==> src/rtl/pcm_interp_pkg.sv <==
// +--------------------------------------------------------------------+
// | pcm_interp_pkg : shared sample width, default OSR and FSM states    |
// | Rev 1.0                                                             |
// +--------------------------------------------------------------------+
`default_nettype none

package pcm_interp_pkg;

  localparam int PCM_QUANT        = 16;
  localparam int OSR_LOG2_DEFAULT = 6;

  typedef enum logic {
    S_FILL = 1'b0,
    S_RUN  = 1'b1
  } state_e;

endpackage

`default_nettype wire

==> src/rtl/pcm_fifo.sv <==
// +--------------------------------------------------------------------+
// | pcm_fifo : synchronous sample FIFO, depth 2^DEPTH_LOG2, head        |
// |            word exposed combinationally                             |
// | Rev 1.0                                                             |
// +--------------------------------------------------------------------+
`default_nettype none

module pcm_fifo #(
  parameter int WIDTH      = 16,
  parameter int DEPTH_LOG2 = 2
) (
  input  logic                  clk,
  input  logic                  rst_n,
  input  logic                  i_push,
  input  logic                  i_pop,
  input  logic [WIDTH-1:0]      i_data,
  output logic [WIDTH-1:0]      o_head,
  output logic [DEPTH_LOG2:0]   o_level,
  output logic                  o_full,
  output logic                  o_empty
);

  localparam int                DEPTH    = 1 << DEPTH_LOG2;
  localparam logic [DEPTH_LOG2:0] LVL_FULL = (DEPTH_LOG2 + 1)'(DEPTH);
  localparam logic [DEPTH_LOG2:0] LVL_ONE  = (DEPTH_LOG2 + 1)'(1);
  localparam logic [DEPTH_LOG2-1:0] PTR_ONE = DEPTH_LOG2'(1);

  logic [WIDTH-1:0]      r_mem [DEPTH];
  logic [DEPTH_LOG2-1:0] r_wr_ptr;
  logic [DEPTH_LOG2-1:0] r_rd_ptr;
  logic [DEPTH_LOG2:0]   r_level;
  logic                  w_do_push;
  logic                  w_do_pop;

  assign o_full    = (r_level == LVL_FULL);
  assign o_empty   = (r_level == '0);
  assign o_level   = r_level;
  assign o_head    = r_mem[r_rd_ptr];
  assign w_do_push = i_push && !o_full;
  assign w_do_pop  = i_pop && !o_empty;

  always_ff @(posedge clk) begin
    if (w_do_push) r_mem[r_wr_ptr] <= i_data;
  end

  always_ff @(posedge clk or negedge rst_n) begin
    if (!rst_n) begin
      r_wr_ptr <= '0;
      r_rd_ptr <= '0;
      r_level  <= '0;
    end else begin
      if (w_do_push) r_wr_ptr <= r_wr_ptr + PTR_ONE;
      if (w_do_pop)  r_rd_ptr <= r_rd_ptr + PTR_ONE;
      case ({w_do_push, w_do_pop})
        2'b10:   r_level <= r_level + LVL_ONE;
        2'b01:   r_level <= r_level - LVL_ONE;
        default: r_level <= r_level;
      endcase
    end
  end

endmodule

`default_nettype wire

==> src/rtl/pcm_interp.sv <==
// +--------------------------------------------------------------------+
// | pcm_interp : PCM upsampler, linear interpolation by 2^OSR_LOG2      |
// |   PCM_INTERP_EN defined -> linear ramp, undefined -> zero-order hold|
// | Rev 1.0                                                             |
// +--------------------------------------------------------------------+
`default_nettype none

module pcm_interp
  import pcm_interp_pkg::*;
#(
  parameter int OSR_LOG2        = OSR_LOG2_DEFAULT,
  parameter int FIFO_DEPTH_LOG2 = 2
) (
  input  logic                       clk,
  input  logic                       rst_n,
  input  logic [PCM_QUANT-1:0]       i_in_data,
  input  logic                       i_in_valid,
  output logic                       o_in_ready,
  output logic [PCM_QUANT-1:0]       o_out_pcm,
  output logic                       o_underrun,
  output logic [FIFO_DEPTH_LOG2:0]   o_fifo_level
);

  localparam int D = 1 << FIFO_DEPTH_LOG2;
  localparam logic [FIFO_DEPTH_LOG2:0] LVL_HALF = (FIFO_DEPTH_LOG2 + 1)'(D / 2);
  localparam logic [OSR_LOG2-1:0]      P_LAST   = '1;
  localparam logic [OSR_LOG2-1:0]      P_ONE    = OSR_LOG2'(1);

  state_e                 r_state;
  logic [OSR_LOG2-1:0]    r_p;
  logic [PCM_QUANT-1:0]   r_cur;
  logic [PCM_QUANT-1:0]   r_out;
  logic                   r_underrun;
  logic [PCM_QUANT-1:0]   w_head;
  logic [FIFO_DEPTH_LOG2:0] w_level;
  logic                   w_full;
  logic                   w_empty;
  logic                   w_push;
  logic                   w_load;
  logic                   w_pop;

  assign o_in_ready   = !w_full;
  assign o_out_pcm    = r_out;
  assign o_underrun   = r_underrun;
  assign o_fifo_level = w_level;
  assign w_push       = i_in_valid && o_in_ready;
  assign w_load       = ((r_state == S_FILL) && (w_level >= LVL_HALF)) ||
                        ((r_state == S_RUN)  && (r_p == P_LAST));
  assign w_pop        = w_load && !w_empty;

  pcm_fifo #(
    .WIDTH      (PCM_QUANT),
    .DEPTH_LOG2 (FIFO_DEPTH_LOG2)
  ) u_fifo (
    .clk     (clk),
    .rst_n   (rst_n),
    .i_push  (w_push),
    .i_pop   (w_pop),
    .i_data  (i_in_data),
    .o_head  (w_head),
    .o_level (w_level),
    .o_full  (w_full),
    .o_empty (w_empty)
  );

`ifdef PCM_INTERP_EN
  localparam int AW = PCM_QUANT + 1 + OSR_LOG2;

  logic [PCM_QUANT-1:0] r_prev;
  logic signed [AW-1:0] r_acc;
  logic [PCM_QUANT:0]   w_step;

  assign w_step = {r_cur[PCM_QUANT-1], r_cur} - {r_prev[PCM_QUANT-1], r_prev};

  always_ff @(posedge clk or negedge rst_n) begin
    if (!rst_n) begin
      r_prev <= '0;
      r_acc  <= '0;
    end else if (w_load) begin
      // New segment starts at the outgoing cur scaled by N
      r_prev <= r_cur;
      r_acc  <= {r_cur[PCM_QUANT-1], r_cur, {OSR_LOG2{1'b0}}};
    end else if (r_state == S_RUN) begin
      r_acc  <= r_acc + {{OSR_LOG2{w_step[PCM_QUANT]}}, w_step};
    end
  end
`endif

  always_ff @(posedge clk or negedge rst_n) begin
    if (!rst_n) begin
      r_state    <= S_FILL;
      r_p        <= '0;
      r_cur      <= '0;
      r_out      <= '0;
      r_underrun <= 1'b0;
    end else begin
      r_underrun <= w_load && w_empty;
      if (w_pop) r_cur <= w_head;
      case (r_state)
        S_FILL: begin
          r_p   <= '0;
          r_out <= '0;
          if (w_load) r_state <= S_RUN;
        end
        default: begin
          r_p <= r_p + P_ONE;
`ifdef PCM_INTERP_EN
          // Floor of acc/N is exactly the bit slice above the fraction
          r_out <= r_acc[OSR_LOG2 +: PCM_QUANT];
`else
          r_out <= r_cur;
`endif
        end
      endcase
    end
  end

endmodule

`default_nettype wire

==> config.mk <==
export PLATFORM = sky130hd
export DESIGN_NAME = pcm_interp
export DESIGN_NICKNAME = d
export VERILOG_FILES = /design/src/rtl/pcm_interp_pkg.sv /design/src/rtl/pcm_fifo.sv /design/src/rtl/pcm_interp.sv
export SDC_FILE = /design/constraint.sdc
export NUM_CORES = 1
export LEC_CHECK = 0
export ABC_AREA = 1
export BUFFER_PORTS_ARGS = -buffer_cell sky130_fd_sc_hd__buf_4
export CORE_UTILIZATION = 38
export CTS_CLUSTER_DIAMETER = 50
export DETAILED_ROUTE_END_ITERATION = 7
export SLEW_MARGIN = 20
export SYNTH_ARGS = -nofsm -noshare
export SYNTH_HDL_FRONTEND = slang
export SYNTH_SLANG_ARGS = --single-unit
==> constraint.sdc <==
create_clock -name clk -period 5.7 [get_ports clk]
set_input_delay 0.57 -clock clk [delete_from_list [all_inputs] [get_ports clk]]
set_output_delay 0.57 -clock clk [all_outputs]
set_load 0.005 [all_outputs]
==> Word level (Yosys, flattened, before mapping) <==
Memories as Yosys holds them, arrays and structs flattened. A register that Yosys moved wholly into a read port is not among the register bits.
Index checks and enable logic that the tools add are counted.
{ "word_totals": {"memories": 1, "mem_bits_rw": 64, "wordCells": 39, "ff_bits": 31, "input_bits": 19, "output_inout_bits": 21} }
{ "op_classes": {"eq_ne": 4, "add_sub_neg": 5, "bitwise_logic": 1, "reduce_logical": 13, "muxes": 7, "magnitude_cmp": 1} }
{ "memory_table": {"columns": ["name", "depth", "width", "read_ports", "rd_ports_with_merged_regs", "wr", "line_no", "source"], "rows": [
  ["u_fifo.r_mem", 4, 16, 1, 1, 1, "pcm_fifo.sv:28", "logic [WIDTH-1:0] r_mem [DEPTH];"]
]} }
{ "ops": {"columns": ["cell", "n"], "rows": [
  ["$mux 16", 1],
  ["$logic_and 1x1->1", 7],
  ["$add 6x1->6 const B", 1],
  ["$eq 6x6->1 const B", 1],
  ["$mux 6", 1],
  ["$pmux 3 s2", 1],
  ["$add 2x1->2 const B", 2],
  ["$mux 1", 4],
  ["$add 3x1->3 const B", 1],
  ["$eq 3x3->1 const B", 1],
  ["$ge 3x2->1 const B", 1],
  ["$logic_not 1->1", 3],
  ["$logic_not 3->1", 1],
  ["$sub 3x1->3 const B", 1],
  ["$eq 2x1->1 const B", 1],
  ["$eq 2x2->1 const B", 1],
  ["$reduce_bool 2->1", 1],
  ["$logic_or 1x1->1", 1],
  ["$not 1->1", 1]
]} }

==> Longest topological paths before layout <==
Gate-level depths: netlist (run 1).
{ "logic_depth": {"ltp_word": 7, "depth_mapped": 12} }

==> By module <==
Synthesis (run 1) repeated with hierarchy kept, for this count alone.
{ "unflattened": {"hier_cells": 407, "area_unflattened_um2": 4559.4} }
{ "modules_own_cells": {"columns": ["module", "area_per_inst_um2", "cells_per_inst", "n_inst"], "rows": [
  ["pcm_fifo", 3022.9, 248, 1],
  ["pcm_interp", 1536.5, 159, 1]
]} }

==> Least setup slack after synthesis (run 1) <==
No wires, ideal clock.
{ "synth_path": {"kind": "reg-to-reg", "start": "register r_p[0]", "end": "register u_fifo.r_level[2] (netlist: u_fifo.o_level[2])", "period_less_slack_ps": 2162, "path_stages_with_launch": 13, "required_time_ps": 5569, "arrival_ps": 2032, "path_slack_ps": 3538, "cell_sequence": "dfrtp_1 ha_1 nand3_2 nand2_2 nand4_4 buf_4 inv_1 ha_1 inv_1 fa_1 a21oi_1 o21ai_0 xor2_1"} }
{ "synth_via": {"elab_chain_len": 7} }
{ "synth_rtl": {"columns": ["item", "line_no", "source"], "rows": [
  ["from (decl)", "pcm_interp.sv:30", "logic [OSR_LOG2-1:0] r_p;"],
  ["from (signal assigned)", "pcm_interp.sv:106", "r_p <= r_p + P_ONE;"],
  ["$eq 6x6->1 (*)", "pcm_interp.sv:48", "((r_state == S_RUN) && (r_p == P_LAST));"],
  ["$logic_and 1x1->1 (*)", "pcm_interp.sv:48", null],
  ["$logic_or 1x1->1 (*)", "pcm_interp.sv:47", "assign w_load = ((r_state == S_FILL) && (w_level >= LVL_HALF)) ||"],
  ["$logic_and 1x1->1 (*)", "pcm_interp.sv:49", "assign w_pop = w_load && !w_empty;"],
  ["net u_fifo.i_pop", "pcm_fifo.sv:15", "input logic i_pop,"],
  ["$logic_and 1x1->1 (*)", "pcm_fifo.sv:40", "assign w_do_pop = i_pop && !o_empty;"],
  ["$eq 2x1->1 or $eq 2x2->1 (tied branches)", "pcm_fifo.sv:54", "case ({w_do_push, w_do_pop})"],
  ["$pmux 3 s2 or $reduce_bool 2->1 (tied branches)", null, null],
  ["to (signal assigned)", "pcm_fifo.sv:55", "2'b10: r_level <= r_level + LVL_ONE;"],
  ["to (signal assigned)", "pcm_fifo.sv:56", "2'b01: r_level <= r_level - LVL_ONE;"],
  ["to (signal assigned)", "pcm_fifo.sv:57", "default: r_level <= r_level;"],
  ["to (decl)", "pcm_fifo.sv:31", "logic [DEPTH_LOG2:0] r_level;"]
]} }
The timed path passes the listed nets; every way through them passes the cells marked *.
A chain may end at the register's enable or synchronous reset.

==> Final worst setup path (run 1) <==
{ "layout_path": {"start": "register u_fifo.r_level[0] (netlist: u_fifo.o_level[0])", "end": "register u_fifo.r_level[2] (netlist: u_fifo.o_level[2])"} }
{ "layout_via": {"elab_chain_len": 7} }
{ "layout_rtl": {"columns": ["item", "line_no"], "rows": [
  ["$ge 3x2->1", "pcm_interp.sv:47"],
  ["$logic_and 1x1->1", "pcm_interp.sv:47"],
  ["$logic_or 1x1->1", "pcm_interp.sv:47"],
  ["$logic_and 1x1->1 (*)", "pcm_interp.sv:49"],
  ["net u_fifo.i_pop", "pcm_fifo.sv:15"],
  ["$logic_and 1x1->1 (*)", "pcm_fifo.sv:40"],
  ["$eq 2x1->1 or $eq 2x2->1 (tied branches)", "pcm_fifo.sv:54"],
  ["$pmux 3 s2 or $reduce_bool 2->1 (tied branches)", null]
]} }
Marks and branches as above.

==> results of run 1 <==
## worst paths after layout
kind,end,startpoint,slack [ps],depth (start not counted)
min,o_out_pcm[13],rst_n,230,1
max reg2reg,u_fifo.o_level[2],u_fifo.o_level[0],3040,10
min in group clk,u_fifo.r_mem[3][14],i_in_data[14],420,1
max,u_fifo.o_level[2],u_fifo.o_level[0],3040,10
max in group asynchronous,u_fifo.r_rd_ptr[0],rst_n,5050,1
min reg2reg,o_out_pcm[14],r_cur[14],470,2
## cell families (layout without fill, tap and decap cells)
logic type / Yosys count / in the layout / share of synthesized area, %
adder cells (fa/ha/maj): 7 / 7 / 2.03
XOR/XNOR: 5 / 5 / 0.936
buffers and inverters: 114 / 153 / 10.2
AND/OR/NAND/NOR: 208 / 208 / 19.6
flip-flops: 111 / 111 / 66.2
AO/OA/AOI/OAI: 9 / 9 / 0.963
## metrics by stage
stage	power [mW]	setup WS [ps]	cells	area, sq um
2_1_floorplan	1.19	3540	454	4680
3_3_place_gp	1.28	3050	624	5050
3_5_place_dp	1.29	3030	624	5050
4_1_cts	1.92	3010	640	5360
5_1_grt	2.01	2800	640	5360
6_report	1.90	3040	640	5360
## routing by layer
metal  global-route usage [%]  share of wire [%]  routed length [microns]  vias to the layer above
met2                     21.8                 46                     3600                       50
li1                         -                  -                        -                     1470
met4                     5.26                1.5                      116                        0
met5                        0                  0                        0                        -
met3                     3.21                4.1                      317                        9
met1                     18.7                 48                     3750                     1304
## final cells by class
type / count / area [sq um] / share of cell area, %
Multi-Input combinational cell: 229 / 1110 / 20.7
Clock inverter: 7 / 83.8 / 1.56
Inverter: 98 / 368 / 6.86
Clock buffer: 9 / 225 / 4.20
Tap cell: 147 / 184 / 3.43
Sequential cell: 111 / 3100 / 57.8
Timing Repair Buffer: 39 / 293 / 5.46
## state kept, by name (all words and copies together), names as in the netlist
name,flops
u_fifo.r_wr_ptr,2
o_underrun,1
o_out_pcm,16
u_fifo.r_mem,64
r_p,6
r_state,1
u_fifo.o_level,3
u_fifo.r_rd_ptr,2
r_cur,16
## worst max-delay path, delay by kind of cell (launching register included)
| family | cells | cell delay (ps) |
|---|---|---|
| xor gates and xnor gates | 1 | 150 |
| AOI/OAI and AO/OA | 2 | 240 |
| adders and majority gates | 2 | 520 |
| DFF | 1 | 390 |
| and+or+nand+nor | 2 | 930 |
| buffers and inverters | 3 | 300 |
## report_power, final
group	switching (mW)	internal, mW
combinational	0.179	0.0783
clock	0.286	0.349
sequential	0.0334	0.970
## synth_stat cells, drive strengths merged
cell type,n
a21oi,5
and2,1
buf,13
clkbuf,3
dfrtp,47
edfxtp,64
fa,1
ha,6
inv,98
nand2,141
nand3,51
nand4,3
nor2,11
nor3,1
o21ai,4
xnor2,1
xor2,4
==> results by group, run 1 <==
STA
  • Finish-stage setup viols: 0
  • Min Hold Slack: around 230 ps
  • Tcrit/Tclk final: a little under half
  • Clock skew: 12.1 ps
  • Hold Vio Cnt, Final: 0
  • Setup TNS: 0 ps
  • Final Slew Violations: 0
  • Fin crit period: approximately 2700 ps
  • RSZ-0062 raised after global routing: false
  • Slew @ Worst Pin: 983 ps
  • Max frequency: around 380 MHz
  • Relative slew slack: roughly a third

Clock network
  • TritonCTS sink count: between 100 and 150
  • Clock buffers created by TritonCTS: 9
  • Post-CTS Hold Buffers: 0
  • Number of buffers added for setup after CTS: 0
  • Clk_lat worst skew: approximately 340 ps
  • TritonCTS clock tree: yes
  • Clk root buf: clkbuf_16
  • Post_cts resized: 0
  • H-tree Lvls: 3
  • CTS clk-pin slew, worst paths: 80 ps
  • Max clock buf depth: 2

Logic synthesis
  • Yosys reg bits: about 110
  • Post-Syn Instances: roughly 450
  • Yosys cell types: 26
  • Synth Net Count: between 400 and 500
  • Mapped cell area: 4680 sq um
  • Register area share after synthesis: between 60% and 70%
  • Synth area leaders: edfxtp_1, dfrtp_1, nand2_1, inv_1, nand3_1
  • Synth top area share: about two fifths
  • Avg Cell Area, Syn: slightly above 10 sq um
  • Cell accounting for the most synthesized area: edfxtp_1
  • Ys Warns: 0

Route
  • Routed wire length: between 7000 and 8000 microns
  • Residual DRC count: 0
  • Total number of vias: 2833
  • Average vias per placed instance: roughly 4.4
  • Drt first pass iters: 4
  • Avg WL per Cell: between 10 and 15 microns
  • Starting DRC count in detailed routing: 130
  • Antenna Nets Post-Route: 0

Cells and area
  • Final Util: approximately 45%
  • Commonest non-fill, non-tap cell in the layout: nand2_1
  • Area grow syn2layout: 14.7%
  • # nets final: ~510
  • Layout cell share with drive strength beyond 1: 14.4%
  • Fill cell count: 1128
  • Antenna cell count: 0
  • Commonest non-fill, non-tap cells in the layout: nand2_1, inv_1, edfxtp_1

Placement
  • Gpl congestion: between 0.6 and 0.7
  • Detailed Place HPWL: 5080 microns
  • PortBufs: 39

Hold path
  • Worst min-delay path class: input pin to async pin

Worst setup path
  • Startpoint Class: flip-flop
  • CP max stage delay: ~540 ps
  • Crit-path max FO: 20
  • Worst EP required: 5930 ps
  • Cell Chain, Critical Path: inv_1 > nand2_1 > nand4_4 > inv_1 > ha_1 > inv_1 > fa_1 > a21oi_1 > o21ai_0 > xor2_1
  • Critical Path AT: about 2900 ps
  • CP Capture Type: flip-flop
  • Slowest CP cell: nand2_1
  • CP dominant cell by count: inv_1
  • Critical path class: flip-flop to flip-flop

Die
  • Starting Density: about 40%
  • Die area: 12800 sq um
  • Ports: 40
  • Die height: ~110 microns
  • Cell row count: 40
  • Core footprint: ~12000 sq um
  • Die span in x: around 110 microns

Global route
  • Grt ovf: 0
  • Largest net degree at the start of global routing: 48
  • Initial antenna violation count: 0
  • GRT Total Usage: roughly 14%
  • First-pass GRT wire length: 13600 microns
  • Number of global-route vias before repair: 2763

Power and ir drop
  • Max IR drop VDD: about 0.16 mV
  • P per Cell Area: roughly 350 nW/um^2
  • Leakage: 2.60 nW

Flow run
  • Maximum capacitance violations: 0

Status
  • Status: finished, final reports clean
(Power assumes the default switching activity.)
==> inputs of run 2 (changes only) <==
--- a/config.mk
+++ b/config.mk
@@ -5,7 +5,7 @@
 export SDC_FILE = /design/constraint.sdc
 export NUM_CORES = 1
 export LEC_CHECK = 0
-export ABC_AREA = 1
+export ABC_AREA = 0
 export BUFFER_PORTS_ARGS = -buffer_cell sky130_fd_sc_hd__buf_4
 export CORE_UTILIZATION = 38
 export CTS_CLUSTER_DIAMETER = 50
==> constraint.sdc (replaced) <==
create_clock -name clk -period 2.7 [get_ports clk]
set_input_delay 0.27 -clock clk [delete_from_list [all_inputs] [get_ports clk]]
set_output_delay 0.27 -clock clk [all_outputs]
set_load 0.005 [all_outputs]
==> run 2 against run 1 <==
Effect of this change: global-route usage fell by 0.50 points; final cell count fell by 35%; register-to-register slack got worse by 2600 ps; design area fell by 8.6%; routed wire length fell by 11%; clock skew fell by 1.5 ps; critical path depth rose by 1; core utilization rose by 0.56 points; sequential share of layout area rose by 5.4 points; synthesized cell count fell by 52%.
==> results by group, run 2 <==
Logic synthesis
  • Yosys reg bits: ~110
  • Async SR Flop Fraction: between 40 and 50%
  • Most frequent cell after synthesis: edfxtp_1
  • Post-synth EDFFs: between 60 and 70
  • Ys Warns: 0
  • Synth Net Count: roughly 240
  • Yosys cell types: 29
  • Synth area leaders: edfxtp_1, dfrtp_1, mux4_2, and2_1, mux2_4
  • Register area share after synthesis: approximately 74%
  • Post-Syn Instances: 218
  • Synth top area share: between 40 and 50%
  • Avg Cell Area, Syn: between 15 and 20 sq um
  • Post-synth top cells: edfxtp_1, dfrtp_1, and2_1
  • Synth Flop Type: edfxtp_1
  • Cell accounting for the most synthesized area: edfxtp_1
  • Mapped cell area: 4210 sq um

Worst setup path
  • R2R depth: 11
  • CP max stage delay: around 380 ps
  • Critical Path AT: approximately 2600 ps
  • Crit-path max FO: 3
  • FF-to-FF Start: r_p[0]
  • Startpoint Class: flip-flop
  • CP Capture Type: flip-flop
  • Worst EP required: between 2000 and 3000 ps
  • Cell Chain, Critical Path: ha_1 > nand3_2 > o22a_1 > or2_1 > inv_1 > ha_1 > inv_1 > fa_1 > xor2_1 > nor2_1 > xor2_1
  • Slowest CP cell: dfrtp_1
  • Critical Path Start: r_p[0]
  • Critical path class: flip-flop to flip-flop

Clock network
  • Clk_lat worst skew: roughly 360 ps
  • TritonCTS clock tree: yes
  • Number of buffers added for setup after CTS: 0
  • Clock buffers created by TritonCTS: 9
  • TritonCTS sink count: around 110
  • H-tree Lvls: 3
  • CTS clk-pin slew, worst paths: about 100 ps
  • Clk root buf: clkbuf_8
  • Max clock buf depth: 2

Power and ir drop
  • Switching Share: between 20% and 30%
  • Leakage: just under 2 nW
  • Pint: ~2.6 mW
  • P per Cell Area: about 720 nW/um^2
  • Sequential Power Share: between 60 and 70%
  • Combinational share of power: between 10% and 20%
  • Clock power share: between 20 and 30%
  • NetSw: roughly 0.9 mW
  • Max IR drop VDD: between 0.3 and 0.4 mV

STA
  • Tcrit/Tclk final: between 80% and 90%
  • Max frequency: 435 MHz
  • Hold Vio Cnt, Final: 0
  • Setup TNS: 0 ps
  • Relative slew slack: between 50% and 60%
  • Slew @ Worst Pin: 623 ps
  • Clock skew: 10.5 ps
  • RSZ-0062 raised after global routing: false
  • Final Slew Violations: 0
  • Finish-stage setup viols: 0
  • Fin crit period: ~2300 ps

Route
  • Avg WL per Cell: about 17 microns
  • Antenna Nets Post-Route: 0
  • Residual DRC count: 0
  • Average vias per placed instance: around 4.7
  • Drt first pass iters: 4
  • Starting DRC count in detailed routing: a little under 70
  • Total number of vias: 1982
  • Routed wire length: around 6900 microns

Hold path
  • Worst min-delay path class: input pin to flip-flop
  • Hold Crit Depth: 1
  • Hold path start: i_in_data[0]

Cells and area
  • Final Util: around 45%
  • Largest register FFs: 64
  • Fill cell count: ~980
  • Antenna cell count: 0
  • Commonest non-fill, non-tap cell in the layout: edfxtp_1
  • Layout cell share with drive strength beyond 1: 36.3%
  • Area grow syn2layout: 16.4%
  • # nets final: 299
  • Commonest non-fill, non-tap cells in the layout: edfxtp_1, buf_4, dfrtp_1
  • Largest reg by FF count: u_fifo.r_mem

Placement
  • PortBufs: 39
  • Detailed Place HPWL: 4450 microns
  • Gpl congestion: between 0.6 and 0.7

Die
  • Cell row count: 38
  • Starting Density: about two fifths
  • Ports: 40
  • Die area: 11500 sq um
  • Die height: 107 microns
  • Die span in x: 107 microns
  • Core footprint: around 11000 sq um

Flow run
  • Maximum capacitance violations: 0

Global route
  • Number of global-route vias before repair: between 2000 and 2500
  • First-pass GRT wire length: between 10000 and 15000 microns
  • GRT Total Usage: 13.3%
  • Grt ovf: 0
  • Initial antenna violation count: 0
  • Largest net degree at the start of global routing: 48

Status
  • Status: finished, final reports clean
==> run 2: cell types whose count changed in the layout (fill, tap and decap cells not counted), moves of 10 or more <==
cell | previous run | this run
nand3_1 | 48 | 3
inv_1 | 96 | 7
buf_4 | 39 | 51
nand2_1 | 138 | 1
and2_1 | 0 | 21
clkbuf_8 | 0 | 10
mux4_2 | 0 | 16
==> run 2: cells by family after synthesis <==
group / after synthesis / synth area share [%]
AOI/OAI and AO/OA: 1 / 0.208
xor gates and xnor gates: 10 / 2.08
adders and majority gates: 7 / 2.26
buffers and inverters: 15 / 2.05
DFF: 111 / 73.6
muxes: 34 / 14.1
and+or+nand+nor: 40 / 5.77
==> run 2: what timing repair did <==
item / CTS / global route
hold buffers: 1 / 0
hold endpoints to repair: 47 / 0
gates resized for setup: 0 / 0
==> run 2: layout make-up <==
| type | count | area (sq um) | area share (%) |
|---|---|---|---|
| flip-flops and latches | 111 | 3100 | 63.2 |
| multi-input cells | 92 | 1030 | 20.9 |
| repair buffers | 52 | 393 | 8.02 |
| well taps | 140 | 175 | 3.57 |
| clock buffers | 11 | 141 | 2.88 |
| clock inverters | 5 | 41.3 | 0.842 |
| inverters | 7 | 26.3 | 0.536 |
==> run 2: metrics by stage <==
step | area (sq um) | cells | total power, mW | hold WS, ps | setup slack [ps]
after floorplan | 4210 | 218 | 2.42 | -25.6 | 304
after CTS | 4900 | 418 | 3.60 | 86.2 | 378
after detailed placement | 4710 | 401 | 2.69 | 330 | 396
final | 4900 | 418 | 3.54 | 104 | 402
after global routing | 4900 | 418 | 3.72 | 83.8 | 192
after global placement | 4710 | 401 | 2.67 | 328 | 498
==> run 2: power groups by stage <==
stage / registers [mW] / clock network [mW] / logic (mW)
floorplan: 2.15 / 0 / 0.270
global placement: 2.16 / 0 / 0.509
detailed placement: 2.17 / 0 / 0.519
CTS: 2.13 / 0.946 / 0.521
global route: 2.15 / 1.01 / 0.562
finish: 2.13 / 0.910 / 0.502
==> run 2: path summary, 6_finish.rpt <==
path / slack (ps) / to
setup / recovery: 400 / u_fifo.o_level[2]
hold / removal: 100 / u_fifo.r_mem[3][0]
setup reg to reg: 400 / u_fifo.o_level[2]
hold reg to reg: 460 / r_p[0]
max in group asynchronous: 1820 / r_cur[9]
min in group asynchronous: 460 / u_fifo.o_level[1]
==> run 2: critical path: cells and delay by family, from the launching register on <==
| kind | cells | cell delay [ps] |
|---|---|---|
| adders and majority gates | 3 | 750 |
| buffers and inverters | 2 | 120 |
| DFF | 1 | 380 |
| AOI/OAI and AO/OA | 1 | 210 |
| xor gates and xnor gates | 2 | 310 |
| and+or+nand+nor | 3 | 440 |
==> run 2: metal layers <==
metal | vias to the layer above | global-route usage (%) | routed length, microns
met5 | - | 0 | 0
met1 | 1040 | 15.9 | 2990
met2 | 28 | 23.6 | 3630
met3 | 11 | 2.12 | 165
li1 | 903 | - | -
met4 | 0 | 6.16 | 144
==> inputs of run 3 (changes only) <==
--- a/config.mk
+++ b/config.mk
@@ -7,10 +7,10 @@
 export LEC_CHECK = 0
 export ABC_AREA = 0
 export BUFFER_PORTS_ARGS = -buffer_cell sky130_fd_sc_hd__buf_4
-export CORE_UTILIZATION = 38
+export CORE_UTILIZATION = 45
 export CTS_CLUSTER_DIAMETER = 50
 export DETAILED_ROUTE_END_ITERATION = 7
-export SLEW_MARGIN = 20
+export SLEW_MARGIN = 40
 export SYNTH_ARGS = -nofsm -noshare
 export SYNTH_HDL_FRONTEND = slang
 export SYNTH_SLANG_ARGS = --single-unit
==> run 3 against run 2 <==
Effect of this change: die area shrank 15%; non-clock buffer count shrank 3; design area shrank 1.3%; routed wire length shrank 7.4%; sequential share of layout area grew 0.83 points; final cell count shrank 8.4%; flip-flop and latch count is the same; first-iteration DRC count shrank 19%.
==> results by group, run 3 (synthesis results as in run 2) <==
Cells and area
  • Layout cell share with drive strength beyond 1: between 30 and 40%
  • Fill cell count: roughly 700
  • # nets final: approximately 300
  • Largest register FFs: 64
  • Final Util: a little over half
  • Largest reg by FF count: u_fifo.r_mem
  • Commonest non-fill, non-tap cell in the layout: edfxtp_1
  • Area grow syn2layout: 14.9%
  • FF+latch area: slightly above 3000 sq um
  • Commonest non-fill, non-tap cells in the layout: edfxtp_1, buf_4, dfrtp_1
  • Multi-input logic area: between 1000 and 1500 sq um
  • Antenna cell count: 0

Route
  • Starting DRC count in detailed routing: 55
  • Antenna Nets Post-Route: 0
  • Total number of vias: roughly 1900
  • Drt first pass iters: 4
  • Residual DRC count: 0
  • Average vias per placed instance: between 4 and 5
  • Routed wire length: around 6400 microns
  • Avg WL per Cell: 16.7 microns

Clock network
  • Clk_lat worst skew: ~360 ps
  • TritonCTS sink count: 111
  • Max clock buf depth: 2
  • Clock buffers created by TritonCTS: 9
  • Clk root buf: clkbuf_8
  • TritonCTS clock tree: yes
  • Number of buffers added for setup after CTS: 0
  • H-tree Lvls: 3
  • CTS clk-pin slew, worst paths: 100 ps

Global route
  • Number of global-route vias before repair: 2018
  • Initial antenna violation count: 0
  • Largest net degree at the start of global routing: 48
  • Grt ovf: 0
  • GRT Total Usage: roughly 15%
  • First-pass GRT wire length: 10700 microns

Power and ir drop
  • P per Cell Area: 722 nW/um^2
  • Switching Share: 25.6%
  • NetSw: 0.892 mW
  • Sequential Power Share: between 60 and 70%
  • Max IR drop VDD: 0.436 mV
  • Clock power share: about a quarter
  • Leakage: 1.92 nW
  • Combinational share of power: 13.5%
  • Pint: 2.60 mW

STA
  • RSZ-0062 raised after global routing: false
  • Max frequency: between 400 and 500 MHz
  • Finish-stage setup viols: 0
  • Tcrit/Tclk final: a little over 80%
  • Fin crit period: approximately 2200 ps
  • Clock skew: 11.0 ps
  • Hold Vio Cnt, Final: 0
  • Slew @ Worst Pin: slightly above 600 ps
  • Final Slew Violations: 0
  • Relative slew slack: about three fifths
  • Setup TNS: 0 ps

Worst setup path
  • Critical Path AT: 2530 ps
  • CP Capture Type: flip-flop
  • Worst EP required: 3000 ps
  • Slowest CP cell: dfrtp_1
  • Crit path buffers/inverters: 2
  • Largest delay share family, worst path: adder cells
  • Critical path class: flip-flop to flip-flop
  • Crit-path max FO: 3
  • Cell Chain, Critical Path: ha_1 > nand3_2 > o22a_1 > or2_1 > inv_1 > ha_1 > inv_1 > fa_1 > xor2_1 > nor2_1 > xor2_1
  • Reg2reg setup slack: between 400 and 500 ps
  • CP max stage delay: 390 ps
  • Startpoint Class: flip-flop

Flow run
  • Maximum capacitance violations: 0

Die
  • Die area: roughly 9700 sq um
  • Core footprint: 8890 sq um
  • Cell row count: 34
  • Die span in x: between 90 and 100 microns
  • Starting Density: a little under half
  • Ports: 40
  • Die height: about 100 microns

Status
  • Status: finished, final reports clean

Placement
  • Detailed Place HPWL: between 3000 and 4000 microns
  • PortBufs: 39
  • Gpl congestion: approximately 0.65

Hold path
  • Worst min-delay path class: input pin to flip-flop
==> run 3: cell count changes in the layout (fill, tap and decap cells not counted), sizes merged <==
cell | previous run | this run
buf | 51 | 48
clkinvlp | 2 | 3
clkbuf | 11 | 9
inv | 9 | 8
clkinv | 1 | 3
==> run 3: layout make-up <==
| cell class | count | area share, % |
|---|---|---|
| Tap cell | 108 | 2.79 |
| Timing Repair Buffer | 49 | 7.66 |
| Multi-Input combinational cell | 92 | 21.2 |
| Sequential cell | 111 | 64.0 |
| Clock inverter | 7 | 1.19 |
| Clock buffer | 9 | 2.56 |
| Inverter | 7 | 0.543 |
==> run 3: worst register-to-register path, cell delays in order, from the launching register on <==
cell     delay [ps]
dfrtp_1         390
ha_1            210
nand3_2         100
o22a_1          210
or2_1           230
inv_1            60
ha_1            160
inv_1            60
fa_1            370
xor2_1          150
nor2_1          110
xor2_1          140
==> run 3: timing repair <==
item                      4_1_cts  5_1_grt
hold buffers                    1        0
gates resized for setup         0        0
hold endpoints to repair       47        0
==> run 3: final timing paths <==
path / startpoint / to / cells after the start
min in group asynchronous: rst_n / o_out_pcm[8] / 2
worst min register to register: r_p[0] / r_p[0] / 1
worst min-delay path: i_in_data[4] / u_fifo.r_mem[1][4] / 1
worst max register to register: r_p[0] / u_fifo.o_level[2] / 11
worst max-delay path: r_p[0] / u_fifo.o_level[2] / 11
max in group asynchronous: rst_n / u_fifo.r_wr_ptr[0] / 2
==> run 3: per-stage QoR <==
stage	cells	setup WS, ps	cell area, sq um	hold WS (ps)	power, mW
floorplan	218	304	4210	-25.6	2.42
global placement	366	506	4650	328	2.63
detailed placement	366	464	4650	336	2.66
CTS	383	450	4840	85.3	3.55
global route	383	299	4840	77.9	3.69
finish	383	468	4840	101	3.49
==> run 3: per-layer routing <==
metal,share of wire (%),vias to the layer above,global-route usage (%)
met5,0,-,0
met4,1.0,0,5.28
met3,3.7,5,4.54
met2,50,34,25.2
met1,45,972,19.1
li1,-,896,-
==> run 3: power groups by stage <==
| stage | clock network, mW | registers (mW) | logic (mW) |
|---|---|---|---|
| 2_1_floorplan | 0 | 2.15 | 0.270 |
| 5_1_grt | 0.997 | 2.15 | 0.540 |
| 6_report | 0.892 | 2.13 | 0.471 |
| 3_3_place_gp | 0 | 2.16 | 0.474 |
| 3_5_place_dp | 0 | 2.17 | 0.487 |
| 4_1_cts | 0.933 | 2.13 | 0.489 |
